==> src/rtl/maze_pkg.sv <==
// Shared constants for the maze wall-map ROM: address layout, requester
// indices and response-tag sizing.
package maze_pkg;

  localparam int ADDR_W     = 12;
  localparam int ROOM_Y_LSB = 9;
  localparam int ROOM_X_LSB = 6;
  localparam int ROW_LSB    = 3;
  localparam int COL_LSB    = 0;

  localparam int MAZE_N_REQ = 4;
  localparam int REQ_PLAYER = 0;
  localparam int REQ_ENEMY0 = 1;
  localparam int REQ_ENEMY1 = 2;
  localparam int REQ_LOADER = 3;

  function automatic int idx_w(input int n);
    return (n > 1) ? $clog2(n) : 1;
  endfunction

  // Tag is {is_render, index, valid}.
  function automatic int tag_w(input int n);
    return idx_w(n) + 2;
  endfunction

  localparam int TAG_W = tag_w(MAZE_N_REQ);

endpackage

==> src/rtl/maze_query_arbiter_rr_pick.sv <==
// Combinational round-robin picker: first eligible index at or above ptr,
// wrapping modulo N.
module rr_pick #(
  parameter int N     = 4,
  parameter int IDX_W = 2
) (
  input  logic [N-1:0]     elig,
  input  logic [IDX_W-1:0] ptr,
  output logic [N-1:0]     win,
  output logic             any_valid
);

  int best;

  function automatic int rr_dist(input int i, input int p);
    return (i - p + N) % N;
  endfunction

  always_comb begin
    win  = '0;
    best = N;
    for (int i = 0; i < N; i++) begin
      if (elig[i] && (rr_dist(i, int'(ptr)) < best)) begin
        best   = rr_dist(i, int'(ptr));
        win    = '0;
        win[i] = 1'b1;
      end
    end
  end

  assign any_valid = |elig;

endmodule

==> src/rtl/maze_query_arbiter.sv <==
// Shares the single maze-ROM read port between the renderer (fixed priority)
// and N game requesters (round-robin), with a starvation-forced game slot.
module maze_query_arbiter #(
  parameter int N_REQ      = maze_pkg::MAZE_N_REQ,
  parameter int ADDR_W     = maze_pkg::ADDR_W,
  parameter int ROM_LAT    = 1,
  parameter int STARVE_MAX = 64
) (
  input  logic                    CLOCK_25,
  input  logic                    reset,
  input  logic [N_REQ-1:0]        req,
  input  logic [N_REQ*ADDR_W-1:0] req_addr,
  output logic [N_REQ-1:0]        gnt,
  output logic [N_REQ-1:0]        rsp_valid,
  output logic                    rsp_wall,
  input  logic                    render_req,
  input  logic [ADDR_W-1:0]       render_addr,
  output logic                    render_valid,
  output logic                    render_wall,
  output logic                    render_stall,
  output logic                    rom_en,
  output logic [ADDR_W-1:0]       rom_addr,
  input  logic                    rom_data
);
  import maze_pkg::*;

  localparam int IDX_W = idx_w(N_REQ);
  localparam int CNT_W = $clog2(STARVE_MAX + 1);

  typedef struct packed {
    logic             is_render;
    logic [IDX_W-1:0] index;
    logic             valid;
  } tag_t;

  logic [IDX_W-1:0]  rr_ptr;
  logic [CNT_W-1:0]  starve_cnt;
  logic [N_REQ-1:0]  elig, win_oh;
  logic              any_elig, forced, render_win, game_win;
  logic [IDX_W-1:0]  win_idx, ptr_next;
  logic [ADDR_W-1:0] game_addr, win_addr;
  tag_t              issue_tag, tag_out;
  tag_t [ROM_LAT:0]  tag_pipe;

  // A requester granted this cycle is still holding req; mask it.
  assign elig = req & ~gnt;

  rr_pick #(.N(N_REQ), .IDX_W(IDX_W)) u_pick (
    .elig      (elig),
    .ptr       (rr_ptr),
    .win       (win_oh),
    .any_valid (any_elig)
  );

  assign forced     = (starve_cnt == CNT_W'(STARVE_MAX)) && any_elig;
  assign render_win = render_req && !forced;
  assign game_win   = !render_win && any_elig;

  always_comb begin
    win_idx   = '0;
    game_addr = '0;
    for (int i = 0; i < N_REQ; i++) begin
      if (win_oh[i]) begin
        win_idx   = IDX_W'(i);
        game_addr = req_addr[i*ADDR_W +: ADDR_W];
      end
    end
  end

  assign win_addr = render_win ? render_addr : game_addr;
  assign ptr_next = (win_idx == IDX_W'(N_REQ - 1)) ? '0 : win_idx + IDX_W'(1);

  assign issue_tag.is_render = render_win;
  assign issue_tag.index     = render_win ? '0 : win_idx;
  assign issue_tag.valid     = render_win || game_win;
  assign tag_out             = tag_pipe[ROM_LAT];

  always_ff @(posedge CLOCK_25 or posedge reset) begin
    if (reset) begin
      rom_en       <= 1'b0;
      rom_addr     <= '0;
      gnt          <= '0;
      render_stall <= 1'b0;
      rr_ptr       <= '0;
      starve_cnt   <= '0;
      tag_pipe     <= '0;
      rsp_valid    <= '0;
      rsp_wall     <= 1'b0;
      render_valid <= 1'b0;
      render_wall  <= 1'b0;
    end else begin
      rom_en       <= issue_tag.valid;
      if (issue_tag.valid) rom_addr <= win_addr;
      gnt          <= game_win ? win_oh : '0;
      render_stall <= forced && render_req;
      if (game_win) rr_ptr <= ptr_next;

      if (game_win || !any_elig)
        starve_cnt <= '0;
      else if (starve_cnt != CNT_W'(STARVE_MAX))
        starve_cnt <= starve_cnt + CNT_W'(1);

      // Tag rides alongside the read; stage ROM_LAT lines up with rom_data.
      tag_pipe[0] <= issue_tag;
      for (int k = 1; k <= ROM_LAT; k++) tag_pipe[k] <= tag_pipe[k-1];

      render_valid <= tag_out.valid && tag_out.is_render;
      rsp_valid    <= (tag_out.valid && !tag_out.is_render) ?
                      (N_REQ'(1) << tag_out.index) : '0;
      if (tag_out.valid && tag_out.is_render)  render_wall <= rom_data;
      if (tag_out.valid && !tag_out.is_render) rsp_wall    <= rom_data;
    end
  end

endmodule

==> config.mk <==
export PLATFORM = sky130hd
export DESIGN_NAME = maze_query_arbiter
export DESIGN_NICKNAME = d
export VERILOG_FILES = /design/src/rtl/maze_pkg.sv /design/src/rtl/maze_query_arbiter_rr_pick.sv /design/src/rtl/maze_query_arbiter.sv
export SDC_FILE = /design/constraint.sdc
export NUM_CORES = 1
export LEC_CHECK = 0
export CAP_MARGIN = 20
export CORE_MARGIN = 2
export CORE_UTILIZATION = 40
export CTS_BUF_LIST = sky130_fd_sc_hd__clkbuf_2
export CTS_CLUSTER_DIAMETER = 120
export DETAILED_ROUTE_END_ITERATION = 10
export GPL_TIMING_DRIVEN = 0
export MAX_ROUTING_LAYER = met4
export PLACE_DENSITY = 0.78
export SYNTH_ARGS = -nofsm -noshare
export SYNTH_HDL_FRONTEND = slang
export SYNTH_SLANG_ARGS = --single-unit
==> constraint.sdc <==
create_clock -name CLOCK_25 -period 3.4 [get_ports CLOCK_25]
set_input_delay 0.34 -clock CLOCK_25 [delete_from_list [all_inputs] [get_ports CLOCK_25]]
set_output_delay 0.34 -clock CLOCK_25 [all_outputs]
set_load 0.02 [all_outputs]
==> results.md <==
| Quantity | Reported | Unit |
| --- | --- | --- |
| Skew-Pair Late Insertion Delay | 0.40 | ns |
| Critical path buffers and inverters | 2 | - |
| Cell at the root of the clock tree | clkbuf_2 | - |
| Placer's final routability congestion estimate | 0.834 | - |
| Path category of the worst min-delay check | flip-flop to flip-flop | - |
| Clock tree from TritonCTS | built | - |
| # rows | 27 | - |
| Worst hold-check slack | 0.373 | ns |
| Summed instance area of the synthesized netlist | 2260 | µm² |
| Max transition margin | 25.4 | % |
| Net Count, Synth | 301 | - |
| Clk pwr share | 7.7 | % |
| Failing checks | negative setup slack | - |
| Effective utilization at floorplan | 41.3 | % |
| Utilization after layout | 66.5 | % |
| Most used DFF post-synth | dfrtp_1 | - |
| Most used cells in the layout excluding fill and tap cells | clkdlybuf4s50_1 (92), dfrtp_1 (40), nor2_1 (17) | - |
| Adder-cell area share of the yosys netlist | 2.22 | % |
| Hold buffers post-CTS | 0 | - |
| Post-synthesis to final-layout area growth | 61.1 | % |
| H-Tree Depth | 2 | - |
| Clk buf depth | 2 | - |
| Top achievable clock speed | 291 | MHz |
| Setup crit end kind | flip-flop | - |
| Grt ovf | 0 | - |
| Delay of the slowest critical-path stage | 0.46 | ns |
| Leading post-synthesis cells by cell area | dfrtp_1 (45%), nor2_1 (3.2%), a21oi_1 (3.1%) | - |
| Most common library cell in the layout ignoring fill and taps | clkdlybuf4s50_1 | - |
| Async SR Flop Fraction | 100 | % |
| Synth Instances | 229 | - |
| Fraction of layout cells with a size suffix above 1 | 19.2 | % |
| Count of input and output buffers | 92 | - |
| Final nets | 410 | - |
| Number of synthesized register bits | 41 | - |
| Internal power | 1.46 | mW |
| Setup Viol. Count Final | 3 | - |
| Power after layout | 2.62 | mW |
| Critical-path maximum fanout | 5 | - |
| Fraction of the yosys area taken by sequential cells | 45.4 | % |
| Total core area | 5470 | µm² |
| Sequential Power Share | 26.8 | % |
| Count of endpoints failing hold in the final timing report | 0 | - |
| Critical path class | flip-flop to flip-flop | - |
| Number of ports placed on the die boundary | 93 | - |
| Initial DRC count | 128 | - |
| Post-Synth Simple-Gate Area | 21.6 | % |
| Via-to-Cell Ratio | 5.71 | - |
| Die Outline Area | 6260 | µm² |
| Net switching power | 1.16 | mW |
| Number of synthesized flops with an enable pin | 0 | - |
| Count of final max-slew check failures | 0 | - |
| Diodes inserted | 0 | - |
| Power density cells | 719 | nW/µm² |
| Sum of negative setup slack | -0.0820 | ns |
| Placed cells | 393 | - |
| Switching Share | 44.2 | % |
| Maximum number of pins on one net before global-route repair | 42 | - |
| Total number of vias | 2,340 | - |
| Clk sinks | 41 | - |
| Fin crit period | 3.44 | ns |
| Die Wd | 79.1 | µm |
| Post-synthesis mux area share | 0.997 | % |
| Ratio of final minimum period to clock period | 101 | % |
| Aggregate global-route resource usage | 22.4 | % |
| Cell breakdown of the critical path | buf_6 -> nor2b_1 -> a21oi_2 -> nor2_1 -> a31oi_1 -> ha_2 -> nor2_4 -> o31ai_4 -> nand2_1 -> o21ai_1 -> ha_2 -> nand2b_4 -> a211oi_4 -> o31a_1 -> buf_6 -> or3_4 -> a41oi_2 -> a21o_1 | - |
| Cell type group with the largest total delay on the critical path | compound AO/OA/AOI/OAI gates | - |
| Transition time at the pin with the least slew margin | 1.11 | ns |
| Clock slew at reported path FFs | 0.21 | ns |
| Yosys warnings | 0 | - |
| Global-route wire length before repair | 10,400 | µm |
| Die Y | 79.1 | µm |
| Fin cells | 410 | - |
| XOR/XNOR share of the synthesized area | 1.94 | % |
| Combinational share of power | 65.5 | % |
| Outcome | complete, but fails checks | - |
| Slowest cell on crit path | dfrtp_2 | - |
| Antenna viol nets, final | 0 | - |
| Compound-cell area share of the yosys netlist | 23.9 | % |
| Number of different library cells in the post-synthesis netlist | 49 | - |
| Cell accounting for the most synthesized area | dfrtp_1 | - |
| Slack of the critical path | -0.0416 | ns |
| Number of remaining DRC errors | 0 | - |
| Average wire length per cell after detail routing | 17.4 | µm |
| Final HPWL DP | 4890 | µm |
| Mean post-synth cell area | 9.86 | µm² |
| RSZ-0062 raised after global routing | yes | - |
| Vias in the first global route | 2,259 | - |
| Leak | 1.46 | nW |
| Post-route clock skew | 0.0159 | ns |
| Area fraction of the dominant cell type after synthesis | 45.4 | % |
| Worst-case vdd ir drop | 413 | µV |
| Largest family of logic cells by synthesized area | compound AO/OA/AOI/OAI gates | - |
| Data arrival time of the critical path | 3.80 | ns |
| Initial antenna violation count | 0 | - |
| Overall routed net length | 7150 | µm |
| Initial DRT Pass Iterations | 5 | - |
| Critical path launch point type | flip-flop | - |
| Number of maximum-capacitance constraint violations | 0 | - |
| Number of buffers inserted during clock tree synthesis | 5 | - |
| Required time of the critical path | 3.76 | ns |
-- cell families after synthesis --
logic type	count (synthesis)
AOI/OAI and AO/OA	72
xor gates and xnor gates	5
adders and majority gates	4
buffers and inverters	18
DFF	41
muxes	2
and+or+nand+nor	87
-- layout make-up --
type                            count  area [µm²]
Clock buffer                        5        25.0
Tap cell                           72        90.1
Timing Repair Buffer              102        1010
Clock inverter                      2        11.3
Inverter                            8        30.0
Multi-Input combinational cell    170        1380
Fill cell                         432        1830
Buffer                             10        58.8
Sequential cell                    41        1030
-- flip-flops by register name (all words and copies together) (netlist names) --
signal and count:
gnt 4, tag_out 4, render_wall 1, starve_cnt 7
render_stall 1, rsp_wall 1, rom_addr 12, tag_pipe 4
rsp_valid 4, render_valid 1, rr_ptr 2
-- worst register-to-register path, stage by stage (launching register included) --
cell	delay, ns
dfrtp_2	0.46
buf_6	0.14
nor2b_1	0.18
a21oi_2	0.05
nor2_1	0.11
a31oi_1	0.08
ha_2	0.38
nor2_4	0.05
o31ai_4	0.22
nand2_1	0.09
o21ai_1	0.10
ha_2	0.23
nand2b_4	0.16
a211oi_4	0.05
o31a_1	0.34
buf_6	0.15
or3_4	0.36
a41oi_2	0.15
a21o_1	0.11
-- final timing paths --
check | startpoint | endpoint | slack [ns] | depth (start not counted)
setup / recovery | rr_ptr[0] | rom_addr[4] | -0.04 | 18
hold / removal | tag_pipe[1] | tag_out[1] | 0.37 | 0
setup reg to reg | rr_ptr[0] | rom_addr[4] | -0.04 | 18
hold reg to reg | tag_pipe[1] | tag_out[1] | 0.37 | 0
max in group asynchronous | reset | rr_ptr[0] | 2.43 | 2
min in group asynchronous | reset | gnt[3] | 0.40 | 2
-- power by group through the flow --
stage / registers, mW / clock network [mW] / logic [mW]
after floorplan: 0.816 / 0 / 0.674
after global placement: 0.710 / 0 / 1.22
after detailed placement: 0.713 / 0 / 1.24
after CTS: 0.697 / 0.207 / 1.38
after global routing: 0.716 / 0.235 / 1.81
final: 0.701 / 0.202 / 1.71
-- cell usage after synthesis (2+ instances only) --
cell,count
nor3b_1,3
a221oi_1,5
and2b_4,2
nor4_1,7
buf_2,2
xnor2_1,3
clkbuf_1,5
a2bb2oi_1,7
a21oi_2,2
dfrtp_1,41
mux2_2,2
nor3_1,11
inv_1,7
nand2_1,12
a2111oi_0,2
o21ai_0,3
buf_6,2
a311o_1,4
a22o_1,4
a2111oi_1,5
a22oi_1,8
o31a_1,2
nor4_2,2
nor2b_1,2
and3_1,11
nor2_1,19
a21o_1,2
ha_1,4
nand2b_1,6
and2_1,2
xor2_1,2
nand3_1,4
o21ai_1,7
a21oi_1,14
-- repair_timing --
action / CTS / global route
resized for setup: 10 / 42
pin swaps: 10 / 23
gates cloned: 0 / 2
setup endpoints to repair: 18 / 16
setup buffers: 6 / 2
-- layer usage --
layer,up-vias,wire length [µm],track usage [%]
met3,14,488,5.23
li1,1090,-,-
met5,-,0,-
met1,1126,2960,27.2
met4,0,99,7.07
met2,110,3600,37.1
-- metrics by stage --
| stage | worst slack [ns] | instance area, µm² |
|---|---|---|
| global placement | -0.581 | 3270 |
| CTS | -0.000409 | 3390 |
| detailed placement | -0.695 | 3270 |
| finish | -0.0416 | 3640 |
| global route | -0.211 | 3640 |
| floorplan | 0.124 | 2260 |
(Power assumes the default switching activity.)
